===== src/rtl/binary_to_bcd_seq_if.sv =====
// binary_to_bcd_seq_if: start/done handshake bundle; BIN2BCD_OVERFLOW_EN adds overflow
interface binary_to_bcd_seq_if #(
    parameter int WIDTH  = 8,
    parameter int DIGITS = 3
);
    logic                  start;
    logic [WIDTH-1:0]      bin;
    logic                  busy;
    logic                  done;
    logic [4*DIGITS-1:0]   bcd;
`ifdef BIN2BCD_OVERFLOW_EN
    logic                  overflow;
    modport master (output start, bin, input busy, done, bcd, overflow);
    modport slave  (input start, bin, output busy, done, bcd, overflow);
`else
    modport master (output start, bin, input busy, done, bcd);
    modport slave  (input start, bin, output busy, done, bcd);
`endif
endinterface


===== src/rtl/binary_to_bcd_seq.sv =====
// binary_to_bcd_seq: one-bit-per-clock double-dabble converter; BIN2BCD_OVERFLOW_EN adds overflow flag
module binary_to_bcd_seq #(
    parameter int WIDTH  = 8,
    parameter int DIGITS = 3
) (
    input logic clk,
    input logic rst,
    binary_to_bcd_seq_if.slave bus
);
    localparam int BW = 4 * DIGITS;
    localparam int RW = BW + WIDTH;
    localparam int CW = $clog2(WIDTH + 1);

    typedef enum logic {IDLE, SHIFT} state_t;

    state_t        state, state_n;
    logic [RW-1:0] sr, adj, shifted;
    logic [CW-1:0] cnt;
    logic [BW-1:0] bcd_q;
    logic          done_q;
    logic          last;

    // add 3 to every digit nibble >= 5, then shift the adjusted value
    always_comb begin
        adj = sr;
        for (int i = 0; i < DIGITS; i++)
            if (sr[WIDTH+4*i +: 4] >= 4'd5) adj[WIDTH+4*i +: 4] = sr[WIDTH+4*i +: 4] + 4'd3;
        shifted = {adj[RW-2:0], 1'b0};
        last    = cnt == CW'(1);
    end

    // next state: launch on start in IDLE, return after the final shift
    always_comb begin
        state_n = state;
        state_n = (state == IDLE) ? (bus.start ? SHIFT : IDLE) : (last ? IDLE : SHIFT);
    end

    // state register
    always_ff @(posedge clk or posedge rst)
        if (rst) state <= IDLE;
        else     state <= state_n;

    // working register, bit counter and registered result/done pulse
    always_ff @(posedge clk or posedge rst)
        if (rst) begin
            sr     <= '0;
            cnt    <= '0;
            bcd_q  <= '0;
            done_q <= 1'b0;
        end else begin
            done_q <= 1'b0;
            if (state == IDLE) begin
                if (bus.start) begin
                    sr  <= {{BW{1'b0}}, bus.bin};
                    cnt <= CW'(WIDTH);
                end
            end else begin
                sr  <= shifted;
                cnt <= cnt - CW'(1);
                if (last) begin
                    bcd_q  <= shifted[RW-1 -: BW];
                    done_q <= 1'b1;
                end
            end
        end

    assign bus.busy = state == SHIFT;
    assign bus.done = done_q;
    assign bus.bcd  = bcd_q;

`ifdef BIN2BCD_OVERFLOW_EN
    localparam logic [31:0] LIMIT = 32'(10 ** DIGITS);

    logic ovf_q, ovf;

    // capture range check at launch, publish it alongside done
    always_ff @(posedge clk or posedge rst)
        if (rst) begin
            ovf_q <= 1'b0;
            ovf   <= 1'b0;
        end else if (state == IDLE && bus.start) begin
            ovf_q <= 32'(bus.bin) >= LIMIT;
            ovf   <= 1'b0;
        end else if (state == SHIFT && last) begin
            ovf   <= ovf_q;
        end

    assign bus.overflow = ovf;
`endif
endmodule


===== src/flat_wrapper.sv =====
// flat-port wrapper written by rule: the top's interface ports become plain ports
module binary_to_bcd_seq_flat 
#(
    parameter int WIDTH  = 8,
    parameter int DIGITS = 3
)
  (clk, rst, bus_start, bus_bin, bus_busy, bus_done, bus_bcd);
  binary_to_bcd_seq_if #(.WIDTH(WIDTH), .DIGITS(DIGITS)) bus_i ();
  input logic clk;
  input logic rst;
  input wire logic [$bits(bus_i.start)-1:0] bus_start;
  input wire logic [$bits(bus_i.bin)-1:0] bus_bin;
  output wire logic [$bits(bus_i.busy)-1:0] bus_busy;
  output wire logic [$bits(bus_i.done)-1:0] bus_done;
  output wire logic [$bits(bus_i.bcd)-1:0] bus_bcd;
  assign bus_i.start = bus_start;
  assign bus_i.bin = bus_bin;
  assign bus_busy = bus_i.busy;
  assign bus_done = bus_i.done;
  assign bus_bcd = bus_i.bcd;
  binary_to_bcd_seq #(.WIDTH(WIDTH), .DIGITS(DIGITS)) u_core (.clk(clk), .rst(rst), .bus(bus_i));
endmodule

===== config.mk =====
export PLATFORM = sky130hd
export DESIGN_NAME = binary_to_bcd_seq_flat
export DESIGN_NICKNAME = d
export VERILOG_FILES = /design/src/rtl/binary_to_bcd_seq_if.sv /design/src/rtl/binary_to_bcd_seq.sv /design/src/flat_wrapper.sv
export SDC_FILE = /design/constraint.sdc
export NUM_CORES = 1
export LEC_CHECK = 0
export ABC_CLOCK_PERIOD_IN_PS = 4110
export BUFFER_PORTS_ARGS = -buffer_cell sky130_fd_sc_hd__buf_2
export CAP_MARGIN = 10
export CORE_ASPECT_RATIO = 1.2
export CORE_MARGIN = 5
export CORE_UTILIZATION = 47
export DETAILED_ROUTE_END_ITERATION = 16
export GPL_TIMING_DRIVEN = 0
export PLACE_DENSITY = 0.67
export SYNTH_ARGS = -nofsm -noshare
export SYNTH_HDL_FRONTEND = slang
export SYNTH_SLANG_ARGS = --single-unit

===== constraint.sdc =====
create_clock -name clk -period 4.11 [get_ports clk]
set_input_delay 0.822 -clock clk [delete_from_list [all_inputs] [get_ports clk]]
set_output_delay 0.822 -clock clk [all_outputs]
set_load 0.05 [all_outputs]

* Word-level counts from Yosys, hierarchy flattened
Cells that the tools add are included. W data, S select, Z words.
Word-level totals: output and inout port bits 14, input port bits 11, flip-flop bits (word level) 38, word-level logic and storage cells 27
Operators by class: reduce and logical (&&, ||, !) cells 2, add/sub/neg operators 4, magnitude comparators 3, eq/ne operators 1, muxes and demuxes 12
Operators by type and width (number):
- $mux W20 | 2
- $mux W4 | 4
- $ge A4 B3 Y1 const B | 3
- $add A4 B2 Y4 const B | 2
- $mux W1 | 5
- $eq A4 B1 Y1 const B | 1
- $sub A4 B1 Y4 const B | 1
- $add A3 B2 Y3 const B | 1
- $mux W3 | 1
- $reduce_and A2 Y1 | 1
- $reduce_bool A2 Y1 | 1

* Depth between registers and ports, before layout
depth in word-level cells 3, mapped depth 6, mapped depth without buffers 6

* Least setup slack after synthesis
OpenSTA, ideal clock, no wires.
kind input port to flip-flop, start input port bus_start, end register u_core.cnt[3], slack 2511 ps, setup time 121 ps, arrival time 1478 ps, data required time 3989 ps, stages 4, buffers on the path 1, cell sequence buf_6 nor2_1 a21oi_1 o22a_1
Between the ends: longest elaborated chain between the ends 1
Ends and longest elaborated chain:
- start, declared | line flat_wrapper.sv:11 | input wire logic [$bits(bus_i.start)-1:0] bus_start;
- $reduce_bool A2 Y1 (no line)
- end signal, assigned | line binary_to_bcd_seq.sv:55 | cnt <= CW'(WIDTH);
- end signal, assigned | line binary_to_bcd_seq.sv:59 | cnt <= cnt - CW'(1);
- end, declared | line binary_to_bcd_seq.sv:18 | logic [CW-1:0] cnt;
Every way passes these cells. A chain may end at the register's enable or synchronous reset.

* Worst setup path in the final report
start register u_core.state, in the netlist u_core.bus.busy, end output port bus_busy
RTL lines:
- start, declared | line binary_to_bcd_seq.sv:16 | state_t state, state_n;
- start signal, assigned | line binary_to_bcd_seq.sv:41 | else state <= state_n;
- end, declared | line flat_wrapper.sv:13 | output wire logic [$bits(bus_i.busy)-1:0] bus_busy;
No word-level cell between the ends.

==> results.txt <==
- The final count of pins violating max slew was 0.
- For the worst-skew pair, the clock arrives at the later sink with an insertion delay of ~0.29 ns.
- Die ar.: 0.00524 mm2
- Count of fill cells added during filler insertion: 342
* Post-synth EDFFs: 0
- During I/O placement, the number of pins put on the boundary was 25.
* Worst supply voltage drop on vdd: about 0.00044 V
- The initial antenna violation count came to 0.
- The hold violation total from the final report came to 0.
- Fraction of the cycle the final worst path needs: 0.446
- The congestion estimate from routability-driven global placement came to 0.810.
- Compound-Gate Fraction of Synth Area: 0.133
- Of the total synthesized cell area, the portion taken by full adders, half adders and majority gates is 0.0547.
* Worst-case hold path end point: u_core.bus.bcd[7]
- Sorting the synthesized cells by how often they occur yields sky130_fd_sc_hd__dfrtp_1 (38), sky130_fd_sc_hd__nand2_1 (30), sky130_fd_sc_hd__o21ai_0 (19), sky130_fd_sc_hd__inv_1 (11), sky130_fd_sc_hd__mux2i_1 (10).
- In the synthesized netlist, the number of instances is between 150 and 200.
* Capture instance of the worst register-to-register path: u_core.sr[14]
* Worst min-delay path class: reg -> reg
* Post-CTS Hold Buffers: 0
* Average cell area after synthesis: 10.5 um2
- Root Buffer Master: sky130_fd_sc_hd__clkbuf_8
- Pin count of the biggest net entering global routing: 39
* Slowest cell on crit path: sky130_fd_sc_hd__dfrtp_1
- The kind of cell with the highest combined delay along the critical path is flip-flops.
- The clock passes through at most 2 buffers.
* Reg-to-Reg Start: u_core.sr[12]
- Post CTS Setup Buffer Count: 0
* Core Box Area: 0.00369 mm2
* Transition time at the pin with the least slew margin: 0.779 ns
* # nets final: 224
* Number of warnings issued by yosys: 0
- Number of setup violations in the final report: 0
- Synthesis inferred 38 register bits.
* Number of sinks on the clock net: 38
* Cell depth of the worst min-delay path: 2
- Die outline width: 67.0 um
* Hold_sp: u_core.bus.bcd[7]
- Final cell utilization of the core: 0.565
* Register clock-pin slew on the reported worst setup and hold paths: 0.07 ns
- The analysis attributes to cell leakage a power of between 1 and 1.5 nW.
- For this run, asynchronously set or reset flops after synthesis account for 1.00.
* Vias in the first global route: 1335
- For this block, the via count after detailed routing is 1321.
- Global-route wire length before repair: ~6 mm
* Die height: 78.3 um
- STA classifies the critical path startpoint as a flop.
- Counting I/O delays and the setup requirement, the final critical path takes 1.83 ns.
* Post_cts resized: 0
- Relative to the synthesized area, the layout overhead comes to 14.0%.
- Maximum capacitance violations: 0
* Residual antenna-violating net count after detailed routing: 0
- After detailed routing, the average wire length per cell comes to 13.6 um.
* Buffers plus inverters on the worst setup path: 1
- In the global route stage, overall resource usage came out at 0.149.
- Main combinational cell family by area after synthesis: simple AND/OR/NAND/NOR gates
- Count of unique library cells instantiated by Yosys: 29
- The most used flip-flop cell after synthesis is sky130_fd_sc_hd__dfrtp_1.
- Of the post-synthesis cell area, the part taken by muxes is 0.0917.
* Unrepaired setup endpoints after global routing: no
* Ratio of cells with drive above 1 in the final layout: 0.234
- Initial DRT Pass Iterations: 4
* Worst clock skew on the final layout: 0.00672 ns
- CP required: 3.29 ns
- Post-synthesis simple-gate area fraction: 0.137
* Final global-route overflow total: 0
- Vias per cell: 5.14
- Input and output buffers added on the ports amount to 23.
* Post-Syn Nets: 194
- Worst stage delay on the critical path: 0.43 ns
- Detailed-placement wirelength estimate: 2.58 mm
- Parity-gate share of the synthesized area counting xor and xnor cells: 0.0144
* Slack of the worst reg-to-reg path: 2.50 ns
* Critical path peak fanout: 5
- STA classifies the critical path endpoint as a primary output.
- Detailed-route DRC error count: 0
- Cell Chain, Critical Path: buf_2
- Post-detailed-routing wire length: 3.51 mm
* Status: finished clean
* Number of clock buffers inserted by TritonCTS: 5
- TritonCTS built the clock tree.
* Crit Path Category: reg -> out
- The number of cells on the worst reg-to-reg path is 6.
- PD cells: 882 mW/mm2
- The detailed router finished its first iteration with 49 violations.
* Summed negative setup slack over all endpoints: 0 ns
- Arrival time of the worst setup path: 1.01 ns
- Maximum clock frequency: approximately 0.55 GHz
- Number of H-tree levels: 2
- Of all cell types, the one taking the most synthesized area is sky130_fd_sc_hd__dfrtp_1.
- Proportion of synthesized chip area in sequential cells: 0.520
- The mapped netlist covers 0.00183 mm2.
- The initial utilization of the core area, before any placement, comes to 0.495.
- Of the post-synthesis cell area, the dominant cell type holds 0.520.
* Area contributors post-synth: sky130_fd_sc_hd__dfrtp_1 (52%), sky130_fd_sc_hd__nand2_1 (6.2%), sky130_fd_sc_hd__ha_1 (5.5%)
* Count of antenna diodes in the layout: 0
- Measured against its own limit, the worst slew margin works out to 0.480.
- The most common cell in the synthesized netlist is sky130_fd_sc_hd__dfrtp_1.
- Row count: 24
-- state kept, by name, indices dropped and copies added, names as in the netlist --
signal / count
u_core.sr: 20
u_core.bus.bcd: 12
u_core.cnt: 4
u_core.bus.busy: 1
u_core.bus.done: 1
-- cells in the final DEF, fill, tap and decap left out, types with 2 or more instances in the layout --
cell type / n
sky130_fd_sc_hd__mux2_2: 2
sky130_fd_sc_hd__xnor2_1: 3
sky130_fd_sc_hd__dfrtp_1: 38
sky130_fd_sc_hd__clkbuf_1: 2
sky130_fd_sc_hd__mux2_4: 3
sky130_fd_sc_hd__nand2_1: 30
sky130_fd_sc_hd__a21oi_1: 6
sky130_fd_sc_hd__inv_1: 10
sky130_fd_sc_hd__ha_1: 8
sky130_fd_sc_hd__o21ai_0: 19
sky130_fd_sc_hd__o22ai_1: 6
sky130_fd_sc_hd__a21o_1: 2
sky130_fd_sc_hd__buf_2: 29
sky130_fd_sc_hd__nor3b_1: 5
sky130_fd_sc_hd__clkbuf_8: 5
sky130_fd_sc_hd__a21oi_2: 3
sky130_fd_sc_hd__nand2b_1: 3
sky130_fd_sc_hd__nor2_1: 6
sky130_fd_sc_hd__mux2i_1: 10
sky130_fd_sc_hd__nor3_1: 3
-- layout make-up --
type                    instances  area, um2  share of cell area
flip-flops and latches         38        951               0.456
multi-input cells             118        790               0.379
repair buffers                 23        115              0.0552
clock buffers                   7       76.3              0.0366
well taps                      52       65.1              0.0312
inverters                      12       47.5              0.0228
plain buffers                   7       41.3              0.0198
-- worst max path at each step --
stage | start | to | slack [ns] | depth (start not counted)
2_1_floorplan | rst | u_core.bus.bcd[0] | 2.43 | 1
3_3_place_gp | rst | u_core.cnt[0] | 1.92 | 2
3_5_place_dp | bus_start | u_core.cnt[3] | 2.30 | 4
4_1_cts | u_core.bus.busy | bus_busy | 2.26 | 1
5_1_grt | u_core.bus.busy | bus_busy | 2.23 | 1
6_report | u_core.bus.busy | bus_busy | 2.28 | 1
-- power by group --
group	internal (mW)	switching (mW)
clock network	0.117	0.122
logic	0.353	0.586
registers	0.541	0.122
-- routing by layer --
layer / vias to the layer above / part of all wire / global-route usage / wire, um
li1: 651 / - / - / -
met4: 0 / 0.014 / 0.0548 / 50
met1: 640 / 0.43 / 0.164 / 1520
met2: 23 / 0.51 / 0.270 / 1800
met5: - / 0 / 0 / 0
met3: 7 / 0.039 / 0.0400 / 135
-- metrics by stage --
step	area, um2	setup WS (ns)	hold slack [ns]	total power [mW]	instances
global placement	2010	1.92	0.458	1.58	250
detailed placement	2010	2.30	0.460	1.62	250
floorplan	1830	2.43	0.449	1.40	175
global route	2090	2.23	0.511	1.97	257
finish	2090	2.28	0.476	1.84	257
CTS	2090	2.26	0.479	1.86	257
-- kinds of logic (layout without fill, tap and decap cells) --
group / after synthesis / after routing
and+or+nand+nor: 51 / 51
xor gates and xnor gates: 3 / 3
DFF: 38 / 38
adders and majority gates: 8 / 8
muxes: 15 / 15
buffers and inverters: 19 / 49
AOI/OAI and AO/OA: 41 / 41
No activity file was read; power rests on OpenSTA's default activity.
